**config.mk**
```make
export PLATFORM = sky130hd
export DESIGN_NAME = serial_magnitude_comparator_flat
export DESIGN_NICKNAME = d
export VERILOG_FILES = /design/src/rtl/serial_magnitude_comparator_if.sv /design/src/rtl/serial_magnitude_comparator.sv /design/src/flat_wrapper.sv
export SDC_FILE = /design/constraint.sdc
export NUM_CORES = 1
export LEC_CHECK = 0
export BUFFER_PORTS_ARGS = -buffer_cell sky130_fd_sc_hd__buf_2
export CAP_MARGIN = 5
export CORE_UTILIZATION = 50
export CTS_CLUSTER_SIZE = 30
export DETAILED_ROUTE_END_ITERATION = 8
export PLACE_DENSITY = 0.77
export SETUP_SLACK_MARGIN = 0.05
export SYNTH_ARGS = -nofsm -noshare
export SYNTH_HDL_FRONTEND = slang
export SYNTH_SLANG_ARGS = --single-unit
```
**constraint.sdc**
```tcl
create_clock -name clk -period 2.17 [get_ports clk]
set_input_delay 0 -clock clk [delete_from_list [all_inputs] [get_ports clk]]
set_output_delay 0 -clock clk [all_outputs]
set_load 0.01 [all_outputs]
```
**src/rtl/serial_magnitude_comparator_if.sv**
```systemverilog
// Handshake and data bundle for the serial magnitude comparator.
// The requester drives the operands, mode and cascade inputs and
// watches busy/done and the three one-hot result flags.
interface serial_magnitude_comparator_if #(
  parameter int WIDTH = 16
);
  logic             start;
  logic             signed_mode;
  logic [WIDTH-1:0] A;
  logic [WIDTH-1:0] B;
  logic             isEqual;
  logic             isGreater;
  logic             isLess;
  logic             busy;
  logic             done;
  logic             equal;
  logic             A_greater;
  logic             A_less;

  modport master (
    output start, signed_mode, A, B, isEqual, isGreater, isLess,
    input  busy, done, equal, A_greater, A_less
  );

  modport slave (
    input  start, signed_mode, A, B, isEqual, isGreater, isLess,
    output busy, done, equal, A_greater, A_less
  );
endinterface

```
**src/rtl/serial_magnitude_comparator.sv**
```systemverilog
// MSB-first serial magnitude comparator. Scans DIGIT bits per cycle and
// stops at the first digit where the operands differ. When every digit
// matches, the result comes from the lower-order cascade inputs with
// priority isGreater > isLess, otherwise equal. isEqual is accepted on
// the bus for symmetry with the combinational cascade but never changes
// the outcome, so it is not stored.
module serial_magnitude_comparator #(
  parameter int WIDTH = 16,
  parameter int DIGIT = 2
) (
  input logic                        clk,
  input logic                        rst_n,
  serial_magnitude_comparator_if.slave bus
);
  localparam int ND = WIDTH / DIGIT;
  localparam int CW = $clog2(ND + 1);

  typedef enum logic [1:0] {
    IDLE,
    COMPARE,
    DONE
  } state_t;

  state_t           state_q, state_d;
  logic [WIDTH-1:0] a_q, a_d;
  logic [WIDTH-1:0] b_q, b_d;
  logic [CW-1:0]    cnt_q, cnt_d;
  logic             casc_gt_q, casc_gt_d;
  logic             casc_lt_q, casc_lt_d;
  logic             equal_q, equal_d;
  logic             greater_q, greater_d;
  logic             less_q, less_d;

  logic [DIGIT-1:0] a_digit;
  logic [DIGIT-1:0] b_digit;

  // The digit under inspection is always the top of each shift register.
  assign a_digit = a_q[WIDTH-1 -: DIGIT];
  assign b_digit = b_q[WIDTH-1 -: DIGIT];

  // State and datapath registers; reset aborts any compare in flight.
  always_ff @(posedge clk or negedge rst_n) begin
    if (!rst_n) begin
      state_q   <= IDLE;
      a_q       <= '0;
      b_q       <= '0;
      cnt_q     <= '0;
      casc_gt_q <= 1'b0;
      casc_lt_q <= 1'b0;
      equal_q   <= 1'b0;
      greater_q <= 1'b0;
      less_q    <= 1'b0;
    end else begin
      state_q   <= state_d;
      a_q       <= a_d;
      b_q       <= b_d;
      cnt_q     <= cnt_d;
      casc_gt_q <= casc_gt_d;
      casc_lt_q <= casc_lt_d;
      equal_q   <= equal_d;
      greater_q <= greater_d;
      less_q    <= less_d;
    end
  end

  // Next-state logic: load on start, walk digits MSB-first, resolve on the
  // first difference or fall back to the cascade after the last digit.
  always_comb begin
    state_d   = state_q;
    a_d       = a_q;
    b_d       = b_q;
    cnt_d     = cnt_q;
    casc_gt_d = casc_gt_q;
    casc_lt_d = casc_lt_q;
    equal_d   = equal_q;
    greater_d = greater_q;
    less_d    = less_q;

    case (state_q)
      IDLE: begin
        if (bus.start) begin
          // Flipping both sign bits maps two's-complement order onto
          // unsigned order, so the scan itself is always unsigned.
          a_d       = {bus.A[WIDTH-1] ^ bus.signed_mode, bus.A[WIDTH-2:0]};
          b_d       = {bus.B[WIDTH-1] ^ bus.signed_mode, bus.B[WIDTH-2:0]};
          cnt_d     = CW'(ND);
          casc_gt_d = bus.isGreater;
          casc_lt_d = bus.isLess;
          equal_d   = 1'b0;
          greater_d = 1'b0;
          less_d    = 1'b0;
          state_d   = COMPARE;
        end
      end

      COMPARE: begin
        if (a_digit != b_digit) begin
          greater_d = (a_digit > b_digit);
          less_d    = (a_digit < b_digit);
          state_d   = DONE;
        end else if (cnt_q > CW'(1)) begin
          a_d   = a_q << DIGIT;
          b_d   = b_q << DIGIT;
          cnt_d = cnt_q - CW'(1);
        end else begin
          if (casc_gt_q) begin
            greater_d = 1'b1;
          end else if (casc_lt_q) begin
            less_d = 1'b1;
          end else begin
            equal_d = 1'b1;
          end
          state_d = DONE;
        end
      end

      DONE: begin
        state_d = IDLE;
      end

      default: begin
        state_d = IDLE;
      end
    endcase
  end

  assign bus.busy      = (state_q != IDLE);
  assign bus.done      = (state_q == DONE);
  assign bus.equal     = equal_q;
  assign bus.A_greater = greater_q;
  assign bus.A_less    = less_q;
endmodule

```
**src/flat_wrapper.sv**
```systemverilog
// flat-port wrapper written by rule: the top's interface ports become plain ports
module serial_magnitude_comparator_flat 
#(
  parameter int WIDTH = 16,
  parameter int DIGIT = 2
)
  (clk, rst_n, bus_start, bus_signed_mode, bus_A, bus_B, bus_isEqual, bus_isGreater, bus_isLess, bus_busy, bus_done, bus_equal, bus_A_greater, bus_A_less);
  serial_magnitude_comparator_if #(.WIDTH(WIDTH)) bus_i ();
  input logic clk;
  input logic rst_n;
  input wire logic [$bits(bus_i.start)-1:0] bus_start;
  input wire logic [$bits(bus_i.signed_mode)-1:0] bus_signed_mode;
  input wire logic [$bits(bus_i.A)-1:0] bus_A;
  input wire logic [$bits(bus_i.B)-1:0] bus_B;
  input wire logic [$bits(bus_i.isEqual)-1:0] bus_isEqual;
  input wire logic [$bits(bus_i.isGreater)-1:0] bus_isGreater;
  input wire logic [$bits(bus_i.isLess)-1:0] bus_isLess;
  output wire logic [$bits(bus_i.busy)-1:0] bus_busy;
  output wire logic [$bits(bus_i.done)-1:0] bus_done;
  output wire logic [$bits(bus_i.equal)-1:0] bus_equal;
  output wire logic [$bits(bus_i.A_greater)-1:0] bus_A_greater;
  output wire logic [$bits(bus_i.A_less)-1:0] bus_A_less;
  assign bus_i.start = bus_start;
  assign bus_i.signed_mode = bus_signed_mode;
  assign bus_i.A = bus_A;
  assign bus_i.B = bus_B;
  assign bus_i.isEqual = bus_isEqual;
  assign bus_i.isGreater = bus_isGreater;
  assign bus_i.isLess = bus_isLess;
  assign bus_busy = bus_i.busy;
  assign bus_done = bus_i.done;
  assign bus_equal = bus_i.equal;
  assign bus_A_greater = bus_i.A_greater;
  assign bus_A_less = bus_i.A_less;
  serial_magnitude_comparator #(.WIDTH(WIDTH), .DIGIT(DIGIT)) u_core (.clk(clk), .rst_n(rst_n), .bus(bus_i));
endmodule
```
==> flow_summary.json, run 1 <==
{
  "hold_class": "primary input to flip-flop",
  "yosysMostFrequentCell": "dfrtp_1",
  "register_area_um2": 1080,
  "io_buffers": 42,
  "timing.fmax_mhz": 504,
  "skew_ns": 0.00584,
  "place_hpwl_um": 3060,
  "grt_use_total": 0.245,
  "yosysTopAreaCellShare": 0.515,
  "clock-sinks": 43,
  "drtIter0Drc": 140,
  "layout.nets": 329,
  "ys_top_cells_by_count": "43 x dfrtp_1, 33 x inv_1, 26 x a22oi_1, 25 x o21ai_1, 9 x a21oi_1",
  "first_global_vias": 1735,
  "cts_tree": "yes",
  "ys_ff_latch": 43,
  "violations": "hold timing",
  "p_leak_uw": 0.00132,
  "finalHoldViolCount": 1,
  "arrival_ns": 2.19,
  "row_count": 23,
  "slew_headroom": 0.382,
  "period_needed_ns": 1.98,
  "routed_via_density": 5.39,
  "die_y_um": 66.6,
  "vias": 1816,
  "rsz0062_at_grt": "false",
  "crit_fanout": 21,
  "diodes": 0,
  "h-tree-depth": 2,
  "gr-total-overflow": 0,
  "p_total_uw": 3690,
  "drt_wl_total_um": 4790,
  "status": "finished, violations left",
  "post-cts-setup-buffers": 0,
  "start_util": 0.522,
  "drv_cap": 0,
  "multiInputGateArea_um2": 812,
  "yosysTopAreaCell": "dfrtp_1",
  "cts_buffers": 5,
  "synth_fp_nets": 253,
  "powerDensity_nw_per_um2": 1330,
  "synth-async-reset-ratio": 1.00,
  "cts-root-buf": "clkbuf_8",
  "clk_pin_slew_ns": 0.08,
  "io_pins": 44,
  "core_um2": 4000,
  "avgSynthCellArea_um2": 9.95,
  "grt_max_degree": 44,
  "worst-slew-pin-transition_ns": 0.928,
  "clock_path_buffers": 2,
  "crit_type": "flip-flop to flip-flop",
  "startpoint": "u_core.cnt_q[0]",
  "ant_nets": 0,
  "avgRoutedWirePerCell_um": 14.2,
  "syn_area_um2": 2090,
  "final_layout_size_suffix_gt1_frac": 0.223,
  "hold_path_startpoint": "bus_A[10]",
  "setup_viol": 0,
  "cts_resized": 0,
  "holdBufCountCts": 31,
  "ys.flop_type": "dfrtp_1",
  "setup_tns_ns": 0,
  "die-area_um2": 4440,
  "vdd_ir_drop_max_v": 0.000743,
  "ys_seq_area_frac": 0.515,
  "synth_edf_count": 0,
  "regToRegStartpoint": "u_core.cnt_q[0]",
  "required_ns": 2.37,
  "gp_congestion": 0.837,
  "place_inst": 298,
  "synth_area_leaders": "dfrtp_1 51%, a22oi_1 9.3%, o21ai_1 6.0%",
  "grt_pass1_wl_um": 7910,
  "startpoint_type": "flip-flop",
  "whs_ns": -0.0109,
  "drc": 0,
  "finalMaxSlewViolations": 0,
  "clock_latency_ns": 0.30,
  "ff2ff_setup_slack_ns": 0.19,
  "post-route-period-util": 0.915,
  "stdcell_count": 337,
  "ys_warn_count": 0,
  "die_x_um": 66.6,
  "antenna_found_initial": 0,
  "fillers": 308,
  "firstDrtPassIters": 4,
  "area_growth_pct": 33.1,
  "synthCells": 210,
  "synth_cell_types": 36,
  "crit_path_end_kind": "flip-flop"
}
[power breakdown]
group / leakage (µW) / internal [µW] / total [µW] / switching, µW
Combinational: 0.000722 / 635 / 1500 / 869
Clock: 0.0000644 / 459 / 744 / 286
Sequential: 0.000530 / 1180 / 1440 / 264
Total: 0.00132 / 2270 / 3690 / 1420
[layer usage]
metal / routed length [µm] / global-route usage / vias up
li1: - / - / 886
met1: 2220 / 0.305 / 866
met2: 2290 / 0.413 / 58
met3: 206 / 0.0514 / 6
met4: 67 / 0.0931 / 0
met5: 0 / 0 / -
[stage by stage]
| stage | setup WS [ns] | area, µm² | util |
|---|---|---|---|
| floorplan | 0.452 | 2090 | - |
| global placement | 0.306 | 2330 | 0.584 |
| detailed placement | 0.252 | 2330 | 0.584 |
| CTS | 0.230 | 2780 | 0.695 |
| global route | 0.0784 | 2780 | 0.695 |
| finish | 0.185 | 2780 | 0.695 |
[logic make-up (layout without fill, tap and decap cells)]
logic type,count (synthesis),count (layout),share of synthesized area
fa+ha+maj,4,4,0.0240
compound gates,80,80,0.254
xor+xnor,2,2,0.00838
buf+inv,44,121,0.0964
flops,43,43,0.515
mux,4,4,0.0204
simple gates,33,33,0.0820
[placed cells by master, fill, tap and decap left out, drive strengths merged, types with 2 or more instances in the layout]
| master | netlist | final |
|---|---|---|
| buf | 9 | 48 |
| dfrtp | 43 | 43 |
| inv | 33 | 33 |
| dlygate4sd3 | 0 | 31 |
| o21ai | 31 | 31 |
| a22oi | 26 | 26 |
| a21oi | 9 | 9 |
| nor2 | 9 | 9 |
| nor2b | 7 | 7 |
| nand2 | 6 | 6 |
| clkbuf | 1 | 5 |
| o2bb2ai | 4 | 4 |
| nor3 | 4 | 4 |
| ha | 4 | 4 |
| nand2b | 2 | 2 |
| o21bai | 2 | 2 |
| xnor2 | 2 | 2 |
| mux2 | 2 | 2 |
| mux2i | 2 | 2 |
| bufinv | 0 | 2 |
| or2 | 2 | 2 |
| a211oi | 2 | 2 |
[flip-flops by register name, indices dropped and copies added, names as in the netlist]
name,count
u_core.a_q,16
u_core.b_q,16
u_core.cnt_q,4
u_core.state_q,2
u_core.bus.A_greater,1
u_core.bus.A_less,1
u_core.bus.equal,1
u_core.casc_gt_q,1
u_core.casc_lt_q,1
[critical path, stage by stage, from the launching register on]
cell      delay [ns]
dfrtp_1         0.42
inv_1           0.06
ha_1            0.23
or2_1           0.27
a211oi_4        0.30
buf_4           0.30
nor3_1          0.11
a221oi_2        0.19
[final cells by class]
class / count / area share
Timing Repair Buffer: 79 / 0.203
Clock inverter: 3 / 0.0243
Inverter: 34 / 0.0463
Multi-Input combinational cell: 123 / 0.292
Clock buffer: 5 / 0.0247
Tap cell: 50 / 0.0225
Sequential cell: 43 / 0.387
[final timing paths]
check | cells after the start | endpoint
setup reg to reg | 7 | u_core.a_q[15]
setup / recovery | 7 | u_core.a_q[15]
hold / removal | 3 | u_core.a_q[10]
min in group asynchronous | 2 | u_core.a_q[10]
max in group asynchronous | 2 | u_core.bus.A_less
hold reg to reg | 2 | u_core.bus.equal
Power figures use the tool's default switching activity.
==> run 2, diff against run 1 <==
==> constraint.sdc (replaced) <==
create_clock -name clk -period 2.5 [get_ports clk]
set_input_delay 0 -clock clk [delete_from_list [all_inputs] [get_ports clk]]
set_output_delay 0 -clock clk [all_outputs]
set_load 0.01 [all_outputs]
==> run 2 against run 1 <==
The run now ends clean. Non-clock buffer count shrank 1. Core utilization shrank 0.66 points. Clock skew grew 0.0022 ns. Maximum frequency grew 4.7%. Sequential share of layout area grew 0.37 points. Hold slack gained 0.038 ns. Flip-flop and latch count is the same. Clock power shrank 27%. Register-to-register slack gained 0.42 ns. Die area is the same. Combinational power shrank 17%. Sequential power shrank 13%.
==> flow_summary.json, run 2 (synthesis results as in run 1) <==
{
  "powerDensity_nw_per_um2": 1100,
  "clk_pin_slew_ns": 0.08,
  "crit_fanout": 21,
  "largestRegisters": "u_core.a_q (16), u_core.b_q (16), u_core.cnt_q (4)",
  "whs_ns": 0.0274,
  "h-tree-depth": 2,
  "cts_tree": "yes",
  "io_buffers": 42,
  "drv_cap": 0,
  "cts-root-buf": "clkbuf_8",
  "cp_slowest_stage_delay_ns": 0.41,
  "skew_ns": 0.00803,
  "rsz0062_at_grt": "false",
  "wl_met1_um": 2140,
  "arrival_ns": 2.11,
  "gp_congestion": 0.852,
  "setup_ws_ns": 0.604,
  "utilization": 0.689,
  "routed_via_density": 5.34,
  "top_layer": "met4",
  "diodes": 0,
  "vias": 1795,
  "required_ns": 2.72,
  "die_x_um": 66.6,
  "die_y_um": 66.6,
  "hold_class": "primary input to flip-flop",
  "ant_nets": 0,
  "post-route-period-util": 0.759,
  "startpoint_type": "flip-flop",
  "slew_headroom": 0.390,
  "path_buf_inv": 2,
  "avgRoutedWirePerCell_um": 13.9,
  "final_layout_size_suffix_gt1_frac": 0.213,
  "period_needed_ns": 1.90,
  "crit_path_end_kind": "flip-flop",
  "die-area_um2": 4440,
  "p_leak_uw": 0.00130,
  "firstDrtPassIters": 4,
  "dp_slack_ns": 0.611,
  "wl_met2_um": 2190,
  "first_global_vias": 1756,
  "timing.fmax_mhz": 527,
  "postPlaceCellArea_um2": 2310,
  "finalMaxSlewViolations": 0,
  "worst-slew-pin-transition_ns": 0.914,
  "drt_wl_total_um": 4670,
  "row_count": 23,
  "critPathTopFamily": "compound AO/OA/AOI/OAI gates",
  "drc": 0,
  "layout.nets": 328,
  "io_pins": 44,
  "finalHoldViolCount": 0,
  "layout_common_cells": "43 x dfrtp_1, 42 x buf_2, 33 x inv_1, 33 x dlygate4sd3_1, 26 x a22oi_1",
  "setup_viol": 0,
  "wl_met3_um": 223,
  "cts_resized": 0,
  "area_growth_pct": 31.9,
  "status": "finished, final reports clean",
  "crit_type": "flip-flop to flip-flop",
  "grt_use_total": 0.243,
  "grt_max_degree": 44,
  "cp_slowest_cell": "dfrtp_1",
  "core_um2": 4000,
  "vdd_ir_drop_max_v": 0.000612,
  "postLayoutCellArea_um2": 2760,
  "gr-total-overflow": 0,
  "clock-sinks": 43,
  "grt_pass1_wl_um": 7950,
  "setup_tns_ns": 0,
  "start_util": 0.522,
  "place_hpwl_um": 2850,
  "path_cells": "inv_1, ha_1, or2_1, a211oi_4, buf_4, nor3_1, a221oi_2",
  "clock_latency_ns": 0.30,
  "layout_commonest_cell": "dfrtp_1",
  "drtIter0Drc": 184,
  "cts_buffers": 5,
  "clock_path_buffers": 2,
  "antenna_found_initial": 0
}
==> run 2: worst paths after layout <==
path,from,slack (ns),to,depth (start not counted)
setup / recovery,u_core.cnt_q[0],0.60,u_core.a_q[15],7
hold / removal,bus_A[15],0.03,u_core.a_q[15],3
setup reg to reg,u_core.cnt_q[0],0.60,u_core.a_q[15],7
hold reg to reg,u_core.bus.equal,0.50,u_core.bus.equal,2
max in group asynchronous,rst_n,1.56,u_core.cnt_q[2],2
min in group asynchronous,rst_n,0.37,u_core.b_q[12],2
==> run 2: area by class of cell <==
cell class	instances	area, µm²
inverters	34	129
clock buffers	5	68.8
multi-input cells	123	812
fillers	301	1240
well taps	50	62.6
flip-flops and latches	43	1080
repair buffers	78	563
clock inverters	3	43.8
==> run 2: through the flow <==
| step | cells | total power [µW] |
|---|---|---|
| after floorplan | 210 | 2180 |
| after global placement | 295 | 2410 |
| after detailed placement | 295 | 2450 |
| after CTS | 336 | 3040 |
| after global routing | 336 | 3280 |
| final | 336 | 3040 |
==> run 2: worst register-to-register path, stage by stage (launching register included) <==
cell	delay [ns]
dfrtp_1	0.41
inv_1	0.06
ha_1	0.22
or2_1	0.27
a211oi_4	0.30
buf_4	0.30
nor3_1	0.10
a221oi_2	0.16
==> run 2: metal layers <==
metal	up-vias	track usage
li1	879	-
met1	849	0.309
met2	58	0.389
met3	9	0.0565
met4	0	0.112
met5	-	0
==> run 2: timing repair <==
item / CTS / global route
setup buffers: 0 / 0
hold endpoints to repair: 75 / 0
endpoints found under the setup margin: 0 / 0
hold buffers: 33 / 0
==> run 2: power by group <==
group	internal (µW)	switching (µW)	total, µW
clock	297	242	540
combinational	531	712	1240
sequential	1020	234	1250
total	1850	1190	3040
==> run 3, diff against run 2 <==
--- a/config.mk
+++ b/config.mk
@@ -7,10 +7,10 @@
 export LEC_CHECK = 0
 export BUFFER_PORTS_ARGS = -buffer_cell sky130_fd_sc_hd__buf_2
 export CAP_MARGIN = 5
-export CORE_UTILIZATION = 50
+export CORE_UTILIZATION = 49
 export CTS_CLUSTER_SIZE = 30
 export DETAILED_ROUTE_END_ITERATION = 8
-export PLACE_DENSITY = 0.77
+export PLACE_DENSITY = 0.79
 export SETUP_SLACK_MARGIN = 0.05
 export SYNTH_ARGS = -nofsm -noshare
 export SYNTH_HDL_FRONTEND = slang
==> constraint.sdc (replaced) <==
create_clock -name clk -period 1.7 [get_ports clk]
set_input_delay 0 -clock clk [delete_from_list [all_inputs] [get_ports clk]]
set_output_delay 0 -clock clk [all_outputs]
set_load 0.01 [all_outputs]
==> run 3 against run 2 <==
Global-route usage increased by 4.9 points. Hold slack got worse by 0.016 ns. Combinational power increased by 130%. The run now ends with setup timing left. Register-to-register slack got worse by 0.71 ns.
==> flow_summary.json, run 3 (synthesis results as in run 1) <==
{
  "timing.fmax_mhz": 552,
  "clock-sinks": 43,
  "layout_common_cells": "43 x dfrtp_1, 42 x buf_2, 33 x dlygate4sd3_1",
  "gr-total-overflow": 0,
  "diodes": 0,
  "drv_cap": 0,
  "area_growth_pct": 48.5,
  "dp_slack_ns": -0.0583,
  "place_hpwl_um": 3310,
  "ff2ff_setup_slack_ns": -0.11,
  "crit_type": "flip-flop to flip-flop",
  "slew_headroom": 0.684,
  "io_buffers": 42,
  "die_y_um": 67.3,
  "layout.nets": 351,
  "drc": 0,
  "p_total_uw": 5440,
  "drtIter0Drc": 141,
  "row_count": 23,
  "finalHoldViolCount": 0,
  "cts_buffers": 5,
  "setup_viol": 30,
  "core_um2": 4060,
  "cp_slowest_cell": "dfrtp_1",
  "cp_slowest_stage_delay_ns": 0.37,
  "startpoint_type": "flip-flop",
  "worst-slew-pin-transition_ns": 0.474,
  "layout_commonest_cell": "dfrtp_1",
  "avgRoutedWirePerCell_um": 16.5,
  "antenna_found_initial": 0,
  "critPathCapture": "u_core.a_q[15]",
  "firstDrtPassIters": 4,
  "final_layout_size_suffix_gt1_frac": 0.353,
  "arrival_ns": 2.02,
  "clock_latency_ns": 0.30,
  "multiInputGateArea_um2": 910,
  "crit_fanout": 6,
  "hold_class": "primary input to flip-flop",
  "h-tree-depth": 2,
  "regToRegStartpoint": "u_core.cnt_q[1]",
  "grt_use_total": 0.292,
  "fillers": 258,
  "violations": "setup timing",
  "regToRegEndpoint": "u_core.a_q[15]",
  "setup_ws_ns": -0.111,
  "die_x_um": 67.3,
  "finalMaxSlewViolations": 0,
  "gp_congestion": 0.881,
  "die-area_um2": 4530,
  "p_leak_uw": 0.00145,
  "start_util": 0.515,
  "register_area_um2": 1080,
  "rsz0062_at_grt": "true",
  "grt_pass1_wl_um": 9640,
  "required_ns": 1.91,
  "vdd_ir_drop_max_v": 0.00119,
  "largestRegisters": "u_core.a_q (16), u_core.b_q (16), u_core.cnt_q (4)",
  "post-route-period-util": 1.07,
  "drt_wl_total_um": 5920,
  "grt_max_degree": 25,
  "skew_ns": 0.00884,
  "clock_path_buffers": 2,
  "reg2reg_depth": 8,
  "powerDensity_nw_per_um2": 1750,
  "status": "finished, violations left",
  "vias": 1950,
  "routed_via_density": 5.43,
  "period_needed_ns": 1.81,
  "crit_path_end_kind": "flip-flop",
  "path_cells": "inv_2, ha_2, or2_4, a211oi_4, buf_6, buf_6, nor3_2, a221oi_2",
  "io_pins": 44,
  "first_global_vias": 2000,
  "cts-root-buf": "clkbuf_8",
  "cpMostUsedCell": "buf_6",
  "startpoint": "u_core.cnt_q[1]",
  "clk_pin_slew_ns": 0.09,
  "ant_nets": 0,
  "cts_tree": "yes"
}
==> run 3: changes by cell type in the layout (fill, tap and decap cells not counted), sizes merged <==
cell      delta
buf         +23
clkinv       -2
clkinvlp     +2
bufinv       -1
inv          +1
==> run 3: per-layer routing <==
metal,track usage,vias up,wire length [µm]
met1,0.366,957,2590
met2,0.520,63,3020
met3,0.0507,9,243
met5,0,-,0
met4,0.0691,0,70
li1,-,921,-
==> run 3: worst max-delay path, delay by kind of cell, from the launching register on <==
kind,cells,cell delay (ns)
compound gates,2,0.48
fa+ha+maj,1,0.19
buf+inv,3,0.35
flops,1,0.37
simple gates,2,0.32
==> run 3: area by class of cell <==
type	count	share of cell area
clock buffers	5	0.0222
clock inverters	3	0.00766
inverters	34	0.0415
multi-input cells	123	0.293
flip-flops and latches	43	0.347
well taps	50	0.0202
repair buffers	101	0.269
==> run 3: worst min path at each step <==
stage / from / slack, ns / endpoint / depth (start not counted)
2_1_floorplan: rst_n / -0.30 / u_core.a_q[0] / 0
3_3_place_gp: rst_n / -0.02 / u_core.a_q[13] / 1
3_5_place_dp: rst_n / -0.02 / u_core.a_q[13] / 1
4_1_cts: bus_A[15] / 0.007 / u_core.a_q[15] / 3
5_1_grt: bus_A[15] / 0.02 / u_core.a_q[15] / 3
6_report: bus_A[15] / 0.01 / u_core.a_q[15] / 3
==> run 3: stage by stage <==
step / hold WS (ns) / cells / utilization / TNS, ns / area (µm²)
6_report: 0.0116 / 359 / 0.765 / -1.79 / 3100
3_3_place_gp: -0.0183 / 306 / 0.601 / 0 / 2440
4_1_cts: 0.00666 / 359 / 0.767 / -0.998 / 3110
5_1_grt: 0.0192 / 359 / 0.765 / -3.36 / 3100
2_1_floorplan: -0.296 / 210 / - / 0 / 2090
3_5_place_dp: -0.0153 / 306 / 0.601 / -1.16 / 2440
==> run 3: where the power goes <==
part	switching (µW)	leakage, µW	internal (µW)
Clock	388	0.0000408	294
Combinational	1470	0.000883	1430
Sequential	349	0.000530	1500
==> run 3: repair_timing <==
item | CTS | global route
pin swaps | 5 | 5
gates resized for setup | 30 | 4
gates cloned | 2 | 0
buffers inserted | 11 | 1
endpoints found under the hold margin | 51 | 0
setup endpoints to repair | 34 | 39
hold buffers | 33 | 0
